<file path="src/rtl/efuse_read_seq.sv">
// eFuse read sequencer: setup/strobe/hold timing toward the eFuse mux, plus the post-reset autoload into the shadow file.
// Optional feature macro: EFUSE_AUTOLOAD_EN (autoload after every reset; when undefined autoload_done_o is tied high).
module efuse_read_seq #(
  parameter int NR      = 64,
  parameter int T_SETUP = 2,
  parameter int T_AEN   = 4,
  parameter int T_HOLD  = 2
) (
  input  logic       clk_i,
  input  logic       rst_i,
  input  logic       req_valid_i,
  input  logic [7:0] req_addr_i,
  output logic       req_done_o,
  output logic [7:0] req_rdata_o,
  output logic       req_err_o,
  output logic       busy_read_o,
  output logic       read_pgmen_o,
  output logic       read_rden_o,
  output logic       read_aen_o,
  output logic [7:0] read_addr_o,
  input  logic [7:0] read_rdata_i,
  output logic       shadow_we_o,
  output logic [7:0] shadow_addr_o,
  output logic [7:0] shadow_wdata_o,
  output logic       autoload_done_o
);

  typedef enum logic [2:0] {S_IDLE, S_SETUP, S_STROBE, S_HOLD, S_CAPTURE} state_e;

  state_e     state_q;
  logic [7:0] timer_q, addr_q, rdata_q;
  logic       busy_q, rden_q, aen_q, done_q, err_q;
  logic       req_oor;

  // 9-bit compare so that NR = 256 never flags an 8-bit address
  assign req_oor = {1'b0, req_addr_i} >= 9'(NR);

`ifdef EFUSE_AUTOLOAD_EN
  logic       we_q, al_done_q;
  logic [7:0] sh_addr_q, sh_data_q;
`endif

  always_ff @(posedge clk_i) begin
    if (rst_i) begin
      state_q <= S_IDLE;
      timer_q <= '0;
      addr_q  <= '0;
      rdata_q <= '0;
      busy_q  <= 1'b0;
      rden_q  <= 1'b0;
      aen_q   <= 1'b0;
      done_q  <= 1'b0;
      err_q   <= 1'b0;
`ifdef EFUSE_AUTOLOAD_EN
      we_q      <= 1'b0;
      al_done_q <= 1'b0;
      sh_addr_q <= '0;
      sh_data_q <= '0;
`endif
    end else begin
      done_q <= 1'b0;
      err_q  <= 1'b0;
`ifdef EFUSE_AUTOLOAD_EN
      we_q   <= 1'b0;
`endif
      case (state_q)
        S_IDLE: begin
`ifdef EFUSE_AUTOLOAD_EN
          if (!al_done_q) begin
            addr_q  <= '0;
            state_q <= S_SETUP;
            timer_q <= 8'(T_SETUP - 1);
            busy_q  <= 1'b1;
            rden_q  <= 1'b1;
          end else
`endif
          if (req_valid_i) begin
            if (req_oor) begin
              done_q <= 1'b1;
              err_q  <= 1'b1;
            end else begin
              addr_q  <= req_addr_i;
              state_q <= S_SETUP;
              timer_q <= 8'(T_SETUP - 1);
              busy_q  <= 1'b1;
              rden_q  <= 1'b1;
            end
          end
        end
        S_SETUP: begin
          if (timer_q == 8'd0) begin
            state_q <= S_STROBE;
            timer_q <= 8'(T_AEN - 1);
            aen_q   <= 1'b1;
          end else begin
            timer_q <= timer_q - 8'd1;
          end
        end
        S_STROBE: begin
          if (timer_q == 8'd0) begin
            state_q <= S_HOLD;
            timer_q <= 8'(T_HOLD - 1);
            aen_q   <= 1'b0;
          end else begin
            timer_q <= timer_q - 8'd1;
          end
        end
        S_HOLD: begin
          if (timer_q == 8'd0) state_q <= S_CAPTURE;
          else                 timer_q <= timer_q - 8'd1;
        end
        S_CAPTURE: begin
`ifdef EFUSE_AUTOLOAD_EN
          // autoload is the only traffic until it completes
          if (!al_done_q) begin
            we_q      <= 1'b1;
            sh_addr_q <= addr_q;
            sh_data_q <= read_rdata_i;
            if (addr_q == 8'(NR - 1)) begin
              al_done_q <= 1'b1;
              state_q   <= S_IDLE;
              busy_q    <= 1'b0;
              rden_q    <= 1'b0;
            end else begin
              addr_q  <= addr_q + 8'd1;
              state_q <= S_SETUP;
              timer_q <= 8'(T_SETUP - 1);
            end
          end else
`endif
          begin
            done_q  <= 1'b1;
            rdata_q <= read_rdata_i;
            state_q <= S_IDLE;
            busy_q  <= 1'b0;
            rden_q  <= 1'b0;
          end
        end
        default: begin
          state_q <= S_IDLE;
          busy_q  <= 1'b0;
          rden_q  <= 1'b0;
          aen_q   <= 1'b0;
        end
      endcase
    end
  end

  assign req_done_o   = done_q;
  assign req_rdata_o  = rdata_q;
  assign req_err_o    = err_q;
  assign busy_read_o  = busy_q;
  assign read_pgmen_o = 1'b0;
  assign read_rden_o  = rden_q;
  assign read_aen_o   = aen_q;
  assign read_addr_o  = addr_q;

`ifdef EFUSE_AUTOLOAD_EN
  assign shadow_we_o     = we_q;
  assign shadow_addr_o   = sh_addr_q;
  assign shadow_wdata_o  = sh_data_q;
  assign autoload_done_o = al_done_q;
`else
  assign shadow_we_o     = 1'b0;
  assign shadow_addr_o   = '0;
  assign shadow_wdata_o  = '0;
  assign autoload_done_o = 1'b1;
`endif

endmodule

</file>
<file path="config.mk">
export PLATFORM = sky130hd
export DESIGN_NAME = efuse_read_seq
export DESIGN_NICKNAME = d
export VERILOG_FILES = /design/src/rtl/efuse_read_seq.sv
export SDC_FILE = /design/constraint.sdc
export NUM_CORES = 1
export LEC_CHECK = 0
export BUFFER_PORTS_ARGS = -buffer_cell sky130_fd_sc_hd__buf_2
export CAP_MARGIN = 20
export CORE_ASPECT_RATIO = 0.8
export CORE_MARGIN = 2
export CORE_UTILIZATION = 39
export DETAILED_ROUTE_END_ITERATION = 10
export GPL_ROUTABILITY_DRIVEN = 0
export GPL_TIMING_DRIVEN = 0
export PLACE_DENSITY = 0.66
export SYNTH_ARGS = -nofsm -noshare
export SYNTH_HDL_FRONTEND = slang
export SYNTH_SLANG_ARGS = --single-unit
</file>
<file path="constraint.sdc">
create_clock -name clk_i -period 2.6 [get_ports clk_i]
set_clock_uncertainty 0.1 [all_clocks]
set_input_delay 0.13 -clock clk_i [delete_from_list [all_inputs] [get_ports clk_i]]
set_output_delay 0.13 -clock clk_i [all_outputs]
set_load 0.05 [all_outputs]
</file>
==> results.yml, run 1 <==
run_status:
  status: "complete, no violations"
die:
  start_util_pct: 40.75
  fp.dieW_um: 74.72
  die_h_um: 60.58
  core-area_um2: 3829
  die_area_um2: 4526
  ios: 59
  placementRows: 20
synthesis:
  syn_avg_cell_area_um2: 8.815
  synth_edf_count: 0
  async_flop_share_pct: 0
  synthDistinctLibCells: 43
  synth-seq-cells: 31
  synth_cells: 177
  netlist_top_cells_area: "dfxtp_1 40%, buf_4 11%, a21oi_1 5.1%, nand2_1 5.1%, mux2i_1 3.8%"
  yosysTopAreaCell: "dfxtp_1"
  synth_top_area_share_pct: 39.78
  synth_sequential_area_ratio_pct: 39.78
  syn_area_um2: 1560
  ys.flop_type: "dfxtp_1"
  yosys_warnings: 0
sta:
  rsz0062_at_grt: "no"
  finalCritPeriodShare_pct: 78.44
  fmax_mhz: 490.3
  hold_viol: 0
  setup_viol: 0
  fin_tns_setup_ps: 0
  drv_slew: 0
  worst_pin_slew_ps: 642.3
  relSlewSlack_pct: 57.18
  fin_crit_ps: 2039
route:
  drc: 0
  dr_wl_met3_um: 195
  wl_met2_um: 1546
  via_count: 1438
  antenna_left: 0
  wire_per_inst_um: 11.19
  top_layer: "met4"
  via_per_inst: 4.654
  wl_met1_um: 1656
  routed_wl_um: 3458
  dr.first_iter.drc_count: 110
  drt_pass1_iterations: 4
layout:
  antennaDiodeCount: 0
  final_cell_mix: "40 x buf_2, 31 x dfxtp_1, 22 x buf_4, 21 x nand2_1, 19 x conb_1"
  final_net_count: 275
  mostFrequentLayoutCell: "buf_2"
  instances_no_fill: 309
  layout-drive-gt1-share_pct: 31.89
  area_delta_synth_final_pct: 35.61
  multi_input_area_um2: 782.0
  register_area_um2: 620.6
  fillCellCount: 380
placed_design:
  io_buffers: 39
  hpwl_um: 2377
  placed_cells: 288
critical_path:
  r2r_slack_ps: 560
  timing.rr.end: "timer_q[4]"
  crit_fanout: 8
  path_cells: "inv_1, ha_1, or3b_1, clkbuf_4, nor3_4, or4_1, a221oi_2"
  cpPeakStageDelay_ps: 490
  critPathRequiredTime_ps: 2700
  cpMaxStageDelayCell: "or4_1"
  reg2reg_depth: 7
  r2r-start: "timer_q[0]"
  startpoint: "timer_q[0]"
  arrival_ps: 2130
  criticalPathCategory: "register to register"
  start_kind: "register"
  worstSetupEndpointType: "register"
worst_hold_path:
  min_to: "req_err_o"
  min_path_cells: 2
  hp-start: "req_valid_i"
  holdCritPathClass: "input pin to register"
power_and_ir_drop:
  seqPwrFrac_pct: 30.9
  peakVddDrop_mv: 0.4277
  p_per_area_nw_per_um2: 1019
  p_int_mw: 1.202
  power_frac_comb_pct: 51.7
  swShare_pct: 44.21
  clockPowerShare_pct: 17.4
  p_switching_uw: 952.8
  leakagePower_nw: 0.9899
  power_mw: 2.155
grt:
  antenna_found_initial: 0
  grt_max_degree: 11
  grt_pass1_vias: 1176
  grt_pass1_wl_um: 5409
  grt-ovfl-total: 0
  grt_util_all_layers_pct: 16.07
cts:
  clkTransAtPathRegs_ps: 60
  cts_tree: "done"
  cts_sinks: 31
  cts_max_path_buffers: 2
  clock_latency_ps: 280
  cts-root-buf: "clkbuf_8"
  cts_max_level: 2
  cts-resized-gates: 0
  cts_buffers: 5
run:
  cap_violations: 0
[worst max path at each step]
stage	to	cells past startpoint	slack (ps)
global route	timer_q[2]	7	460
global placement	timer_q[5]	7	630
detailed placement	timer_q[4]	7	600
CTS	timer_q[4]	7	560
finish	timer_q[4]	7	560
floorplan	timer_q[4]	7	760
[flip-flops by register name, summed over array words and instances (netlist names)]
name	count
read_aen_o	1
req_err_o	1
read_addr_o	8
state_q	3
timer_q	8
req_rdata_o	8
read_rden_o	1
req_done_o	1
[synth_stat cells, types with 3 or more instances]
cell type and instances:
buf_4 22, a221oi_1 4, nand2_1 21, inv_1 4, o21ai_0 5, o31ai_1 3
dfxtp_1 31, a21oi_1 16, clkbuf_1 4, mux2i_1 6, nand2b_1 3, or4_1 4
nor3_1 4, nor2_1 12
[cell families (layout without fill, tap and decap cells)]
| family | after synthesis | in the layout | share of synthesized area, % |
|---|---|---|---|
| mux | 6 | 6 | 3.849 |
| flops | 31 | 31 | 39.78 |
| compound gates | 38 | 38 | 16.60 |
| other cells | 2 | 19 | 0.4813 |
| buf+inv | 33 | 93 | 14.19 |
| xor+xnor | 1 | 1 | 0.5614 |
| fa+ha+maj | 2 | 2 | 1.604 |
| simple gates | 64 | 64 | 22.94 |
[per-layer routing]
layer	GRT usage [%]	up-vias
li1	-	744
met1	21.79	640
met2	23.64	48
met3	4.651	6
met4	7.653	0
met5	0	-
[power by group through the flow]
stage	Sequential [mW]	Clock [mW]	Combinational, mW
5_1_grt	0.681	0.402	1.24
3_3_place_gp	0.670	0	1.09
3_5_place_dp	0.670	0	1.09
2_1_floorplan	0.721	0	0.832
6_report	0.665	0.375	1.11
4_1_cts	0.663	0.383	1.12
[stage by stage]
| step | area, µm² | hold WS [ps] | util (%) | setup slack [ps] |
|---|---|---|---|---|
| after CTS | 2116 | 61.26 | 55.26 | 556.3 |
| after global routing | 2116 | 79.55 | 55.26 | 459.8 |
| final | 2116 | 70.42 | 55.26 | 560.6 |
| after detailed placement | 1888 | 270.6 | 49.31 | 595.1 |
| after floorplan | 1624 | 166.0 | - | 758.6 |
| after global placement | 1888 | 261.3 | 49.31 | 625.4 |
[worst max-delay path: cells and delay by family (launching register included)]
kind                     cells  cell delay, ps
buffers and inverters        2             290
flip-flops                   1             390
adder cells (fa/ha/maj)      1             210
AND/OR/NAND/NOR              3             730
AO/OA/AOI/OAI                1             240
[layout make-up]
type                            count  share of cell area, %
Inverter                            4                 0.7096
Clock inverter                      1                 0.2365
Tap cell                           55                  3.253
Clock buffer                        6                  3.903
Multi-Input combinational cell    130                  36.96
Buffer                             29                  9.758
Timing Repair Buffer               53                  15.85
Sequential cell                    31                  29.33
[timing repair]
item                                   CTS  global route
hold buffers                            14             0
buffers inserted                         0             0
endpoints found under the hold margin   14             0
No activity file was read; power rests on OpenSTA's default activity.
==> run 2, diff against run 1 <==
--- a/config.mk
+++ b/config.mk
@@ -5,6 +5,7 @@
 export SDC_FILE = /design/constraint.sdc
 export NUM_CORES = 1
 export LEC_CHECK = 0
+export ABC_AREA = 1
 export BUFFER_PORTS_ARGS = -buffer_cell sky130_fd_sc_hd__buf_2
 export CAP_MARGIN = 20
 export CORE_ASPECT_RATIO = 0.8
@@ -13,7 +14,7 @@
 export DETAILED_ROUTE_END_ITERATION = 10
 export GPL_ROUTABILITY_DRIVEN = 0
 export GPL_TIMING_DRIVEN = 0
-export PLACE_DENSITY = 0.66
+export PLACE_DENSITY = 0.68
 export SYNTH_ARGS = -nofsm -noshare
 export SYNTH_HDL_FRONTEND = slang
 export SYNTH_SLANG_ARGS = --single-unit
==> constraint.sdc (replaced) <==
create_clock -name clk_i -period 1.7 [get_ports clk_i]
set_clock_uncertainty 0.1 [all_clocks]
set_input_delay 0.085 -clock clk_i [delete_from_list [all_inputs] [get_ports clk_i]]
set_output_delay 0.085 -clock clk_i [all_outputs]
set_load 0.05 [all_outputs]
==> results.yml, run 2 <==
run_status:
  status: "complete, no violations"
sta:
  fmax_mhz: 642.8
  drv_slew: 0
  hold_viol: 0
  fin_crit_ps: 1556
  rsz0062_at_grt: "no"
  fin_tns_setup_ps: 0
  finalCritPeriodShare_pct: 91.51
  setup_viol: 0
cts:
  clock_latency_ps: 280
  cts_max_level: 2
  cts_sinks: 31
  cts-root-buf: "clkbuf_8"
  cts_buffers: 5
  clkTransAtPathRegs_ps: 60
  cts_tree: "done"
  postCtsSetupRepairBufs: 0
  cts_max_path_buffers: 2
layout:
  area_delta_synth_final_pct: 34.27
  antennaDiodeCount: 0
  final_cell_mix: "43 x nor2_1, 39 x buf_2, 31 x dfxtp_1, 26 x nand2_1, 20 x buf_4"
  layout-drive-gt1-share_pct: 31.16
  mostFrequentLayoutCell: "nor2_1"
  instances_no_fill: 347
  final_net_count: 312
critical_path:
  criticalPathCategory: "register to register"
  reg2reg_depth: 10
  arrival_ps: 1680
  critPathRequiredTime_ps: 1830
  worstSetupEndpointType: "register"
  start_kind: "register"
  crit_fanout: 10
die:
  start_util_pct: 41.42
  placementRows: 20
  die_area_um2: 4652
  die_h_um: 61.41
  ios: 59
  core-area_um2: 3879
  fp.dieW_um: 75.76
synthesis:
  synth-seq-cells: 31
  syn_avg_cell_area_um2: 7.472
  yosys-top-cells-count: "43 x nor2_1, 31 x dfxtp_1, 26 x nand2_1"
  synthDistinctLibCells: 28
  post-synth-top-count-cell: "nor2_1"
  yosys_warnings: 0
  synth_sequential_area_ratio_pct: 38.63
  async_flop_share_pct: 0
  syn_area_um2: 1607
  netlist_top_cells_area: "dfxtp_1 39%, nor2_1 10%, buf_4 9.3%, nand2_1 6.1%, o21ai_0 5.6%"
  synth_edf_count: 0
  synth_cells: 215
  ys.flop_type: "dfxtp_1"
  yosysTopAreaCell: "dfxtp_1"
  synth_top_area_share_pct: 38.63
placed_design:
  placed_cells: 325
  hpwl_um: 2459
  io_buffers: 38
worst_hold_path:
  holdCritPathClass: "input pin to register"
  min_path_cells: 2
grt:
  grt-ovfl-total: 0
  grt_max_degree: 11
  grt_util_all_layers_pct: 16.22
  antenna_found_initial: 0
  grt_pass1_vias: 1249
  grt_pass1_wl_um: 5513
route:
  via_per_inst: 4.314
  dr.first_iter.drc_count: 41
  via_count: 1497
  wire_per_inst_um: 10.11
  drc: 0
  drt_pass1_iterations: 4
  routed_wl_um: 3507
  antenna_left: 0
power_and_ir_drop:
  leakagePower_nw: 1.104
  peakVddDrop_mv: 0.6051
  p_per_area_nw_per_um2: 1325
run:
  cap_violations: 0
==> run 2: cell types whose count changed after synthesis, sizes merged, moves of 6 or more <==
cell   before  now
o21ai       5   23
inv         4   20
mux2i       6    0
nor2       12   54
nand3       1   11
a21oi      16    8
nand2      21   30
==> run 2: final cells by class <==
| type | instances | area [µm²] |
|---|---|---|
| Buffer | 23 | 162.7 |
| Clock buffer | 6 | 72.57 |
| Clock inverter | 2 | 12.51 |
| Fill cell | 358 | 1722 |
| Inverter | 21 | 80.08 |
| Multi-Input combinational cell | 157 | 809.5 |
| Sequential cell | 31 | 620.6 |
| Tap cell | 55 | 68.82 |
| Timing Repair Buffer | 52 | 330.3 |
==> run 2: worst paths after layout <==
kind                        from              to  slack, ps
hold / removal             rst_i      timer_q[1]         20
setup reg to reg      timer_q[0]      timer_q[5]        140
hold reg to reg   read_addr_o[7]  read_addr_o[7]        350
setup / recovery      timer_q[0]      timer_q[5]        140
==> run 2: routing by layer <==
metal | track usage (%) | routed length (µm)
met4 | 6.767 | 61
met3 | 5.565 | 180
met1 | 20.34 | 1699
met2 | 25.62 | 1565
met5 | 0 | 0
==> run 2: power by group <==
group          internal, mW  total, mW  switching, mW
Sequential            0.826      0.908         0.0823
Combinational         0.459       1.39          0.928
Clock                 0.285      0.562          0.277
==> run 2: cell families after synthesis <==
logic type / after synthesis / synth area share (%)
and+or+nand+nor: 100 / 31.31
buffers and inverters: 44 / 15.11
adders and majority gates: 2 / 1.557
DFF: 31 / 38.63
AOI/OAI and AO/OA: 36 / 12.93
other: 2 / 0.4675
==> run 2: per-stage QoR <==
step | util (%) | instance area [µm²] | hold slack, ps | setup slack (ps) | total power [mW]
after global routing | 55.61 | 2157 | 21.59 | 13.24 | 3.061
after detailed placement | 49.74 | 1929 | 213.7 | 105.3 | 2.266
final | 55.61 | 2157 | 16.44 | 144.4 | 2.858
after global placement | 49.74 | 1929 | 205.8 | 92.61 | 2.262
after floorplan | - | 1670 | 119.9 | 248.9 | 2.049
after CTS | 55.55 | 2155 | 8.625 | 79.38 | 2.854
==> run 2: repair_timing <==
item / 4_1_cts / 5_1_grt
gates resized for setup: 0 / 3
setup endpoints to repair: 0 / 5
hold buffers: 14 / 0
endpoints found under the hold margin: 14 / 0
==> run 2: worst max-delay path, cell delays in order (launching register included) <==
cell and delay (ps):
dfxtp_1 340, inv_2 90, ha_2 190, nand3_4 110, nor2_8 170, nand2_4 90
nand2_4 130, inv_2 60, nand3_1 70, nand2_1 60, nor2_2 70
==> run 3, diff against run 2 <==
--- a/config.mk
+++ b/config.mk
@@ -14,7 +14,7 @@
 export DETAILED_ROUTE_END_ITERATION = 10
 export GPL_ROUTABILITY_DRIVEN = 0
 export GPL_TIMING_DRIVEN = 0
-export PLACE_DENSITY = 0.68
+export PLACE_DENSITY = 0.69
 export SYNTH_ARGS = -nofsm -noshare
 export SYNTH_HDL_FRONTEND = slang
 export SYNTH_SLANG_ARGS = --single-unit
==> results.yml, run 3 (synthesis gave the netlist of run 2 again) <==
run_status:
  status: "complete, no violations"
route:
  drc: 0
  via_per_inst: 4.352
  drt_pass1_iterations: 4
  wire_per_inst_um: 10.22
  via_count: 1510
  dr.first_iter.drc_count: 72
  routed_wl_um: 3548
  antenna_left: 0
die:
  fp.dieW_um: 75.76
  start_util_pct: 41.42
  die_area_um2: 4652
  ios: 59
  core-area_um2: 3879
  die_h_um: 61.41
  placementRows: 20
placed_design:
  io_buffers: 38
  placed_cells: 325
  place_ws_ps: 88.19
  hpwl_um: 2525
sta:
  setup_slack_ps: 113.7
  setup_viol: 0
  finalCritPeriodShare_pct: 93.31
  fin_crit_ps: 1586
  fmax_mhz: 630.4
  drv_slew: 0
  hold_viol: 0
power_and_ir_drop:
  p_per_area_nw_per_um2: 1334
  p_int_mw: 1.584
  power_mw: 2.903
  clockPowerShare_pct: 19.8
  leakagePower_nw: 1.105
  power_frac_comb_pct: 49.1
  peakVddDrop_mv: 0.7042
  p_switching_mw: 1.319
  seqPwrFrac_pct: 31.2
  swShare_pct: 45.44
critical_path:
  crit_fanout: 4
  criticalPathCategory: "register to register"
  critPathRequiredTime_ps: 1780
  arrival_ps: 1660
  start_kind: "register"
  r2r-start: "timer_q[1]"
  worstSetupEndpointType: "register"
  startpoint: "timer_q[1]"
grt:
  grt_util_all_layers_pct: 17.45
  grt_max_degree: 12
  grt_pass1_wl_um: 5947
  antenna_found_initial: 0
  grt-ovfl-total: 0
  grt_pass1_vias: 1358
cts:
  cts_sinks: 31
  cts_buffers: 5
  clkTransAtPathRegs_ps: 70
  cts_max_level: 2
  cts_max_path_buffers: 2
  cts_tree: "done"
  clock_latency_ps: 290
  cts-root-buf: "clkbuf_8"
  postCtsSetupRepairBufs: 0
layout:
  final_net_count: 312
  area_delta_synth_final_pct: 35.44
  final_cell_mix: "42 x nor2_1, 39 x buf_2, 31 x dfxtp_1, 26 x nand2_1, 20 x buf_4"
  layout-drive-gt1-share_pct: 31.85
  mostFrequentLayoutCell: "nor2_1"
  antennaDiodeCount: 0
  instances_no_fill: 347
worst_hold_path:
  hp-start: "rst_i"
  holdCritPathClass: "input pin to register"
run:
  cap_violations: 0
[run 3: cell types whose count changed in the layout (fill, tap and decap cells not counted), sizes merged]
cell	delta
clkinvlp	+1
clkbuf	-1
[run 3: layout make-up]
type                            count  area [µm²]
Clock buffer                        5       68.82
Timing Repair Buffer               52       330.3
Clock inverter                      3       20.02
Tap cell                           55       68.82
Inverter                           21       80.08
Sequential cell                    31       620.6
Buffer                             23       162.7
Multi-Input combinational cell    157       824.5
Fill cell                         371        1703
[run 3: timing repair]
item                                    4_1_cts  5_1_grt
hold buffers                                 14        0
gates resized for setup                       0        5
endpoints found under the hold margin        14        0
endpoints found under the setup margin        0        5
[run 3: layer usage]
metal,vias up,wire (µm),global-route usage [%]
met5,-,0,0
met4,0,72,9.273
met3,8,245,5.892
met2,47,1613,25.74
met1,658,1618,22.60
li1,797,-,-
[run 3: worst paths after layout]
kind	endpoint	slack [ps]	cells after the start
max	timer_q[3]	110	7
min	read_rden_o	2	2
max reg2reg	timer_q[3]	110	7
min reg2reg	read_addr_o[6]	350	2
[run 3: power by group through the flow]
stage	Sequential, mW	Clock, mW	Combinational (mW)
finish	0.906	0.573	1.42
global route	0.919	0.627	1.59
CTS	0.904	0.590	1.38
detailed placement	0.919	0	1.35
global placement	0.918	0	1.34
floorplan	1.04	0	1.01
[run 3: per-stage QoR]
step                utilization [%]  instance area, µm²  TNS [ps]  hold WS (ps)
floorplan                         -                1670         0         119.9
global placement              49.74                1929         0         207.3
detailed placement            49.74                1929         0         210.7
CTS                           55.65                2158         0         4.034
global route                  56.10                2176    -3.107         16.14
finish                        56.10                2176         0         1.534
[run 3: worst max-delay path, cell delays in order, from the launching register on]
cell     delay [ps]
dfxtp_1         310
inv_1           120
ha_2            220
nand3_4         120
o21ai_2         200
nand2_1         110
o21ai_2         220
nor2_1           70
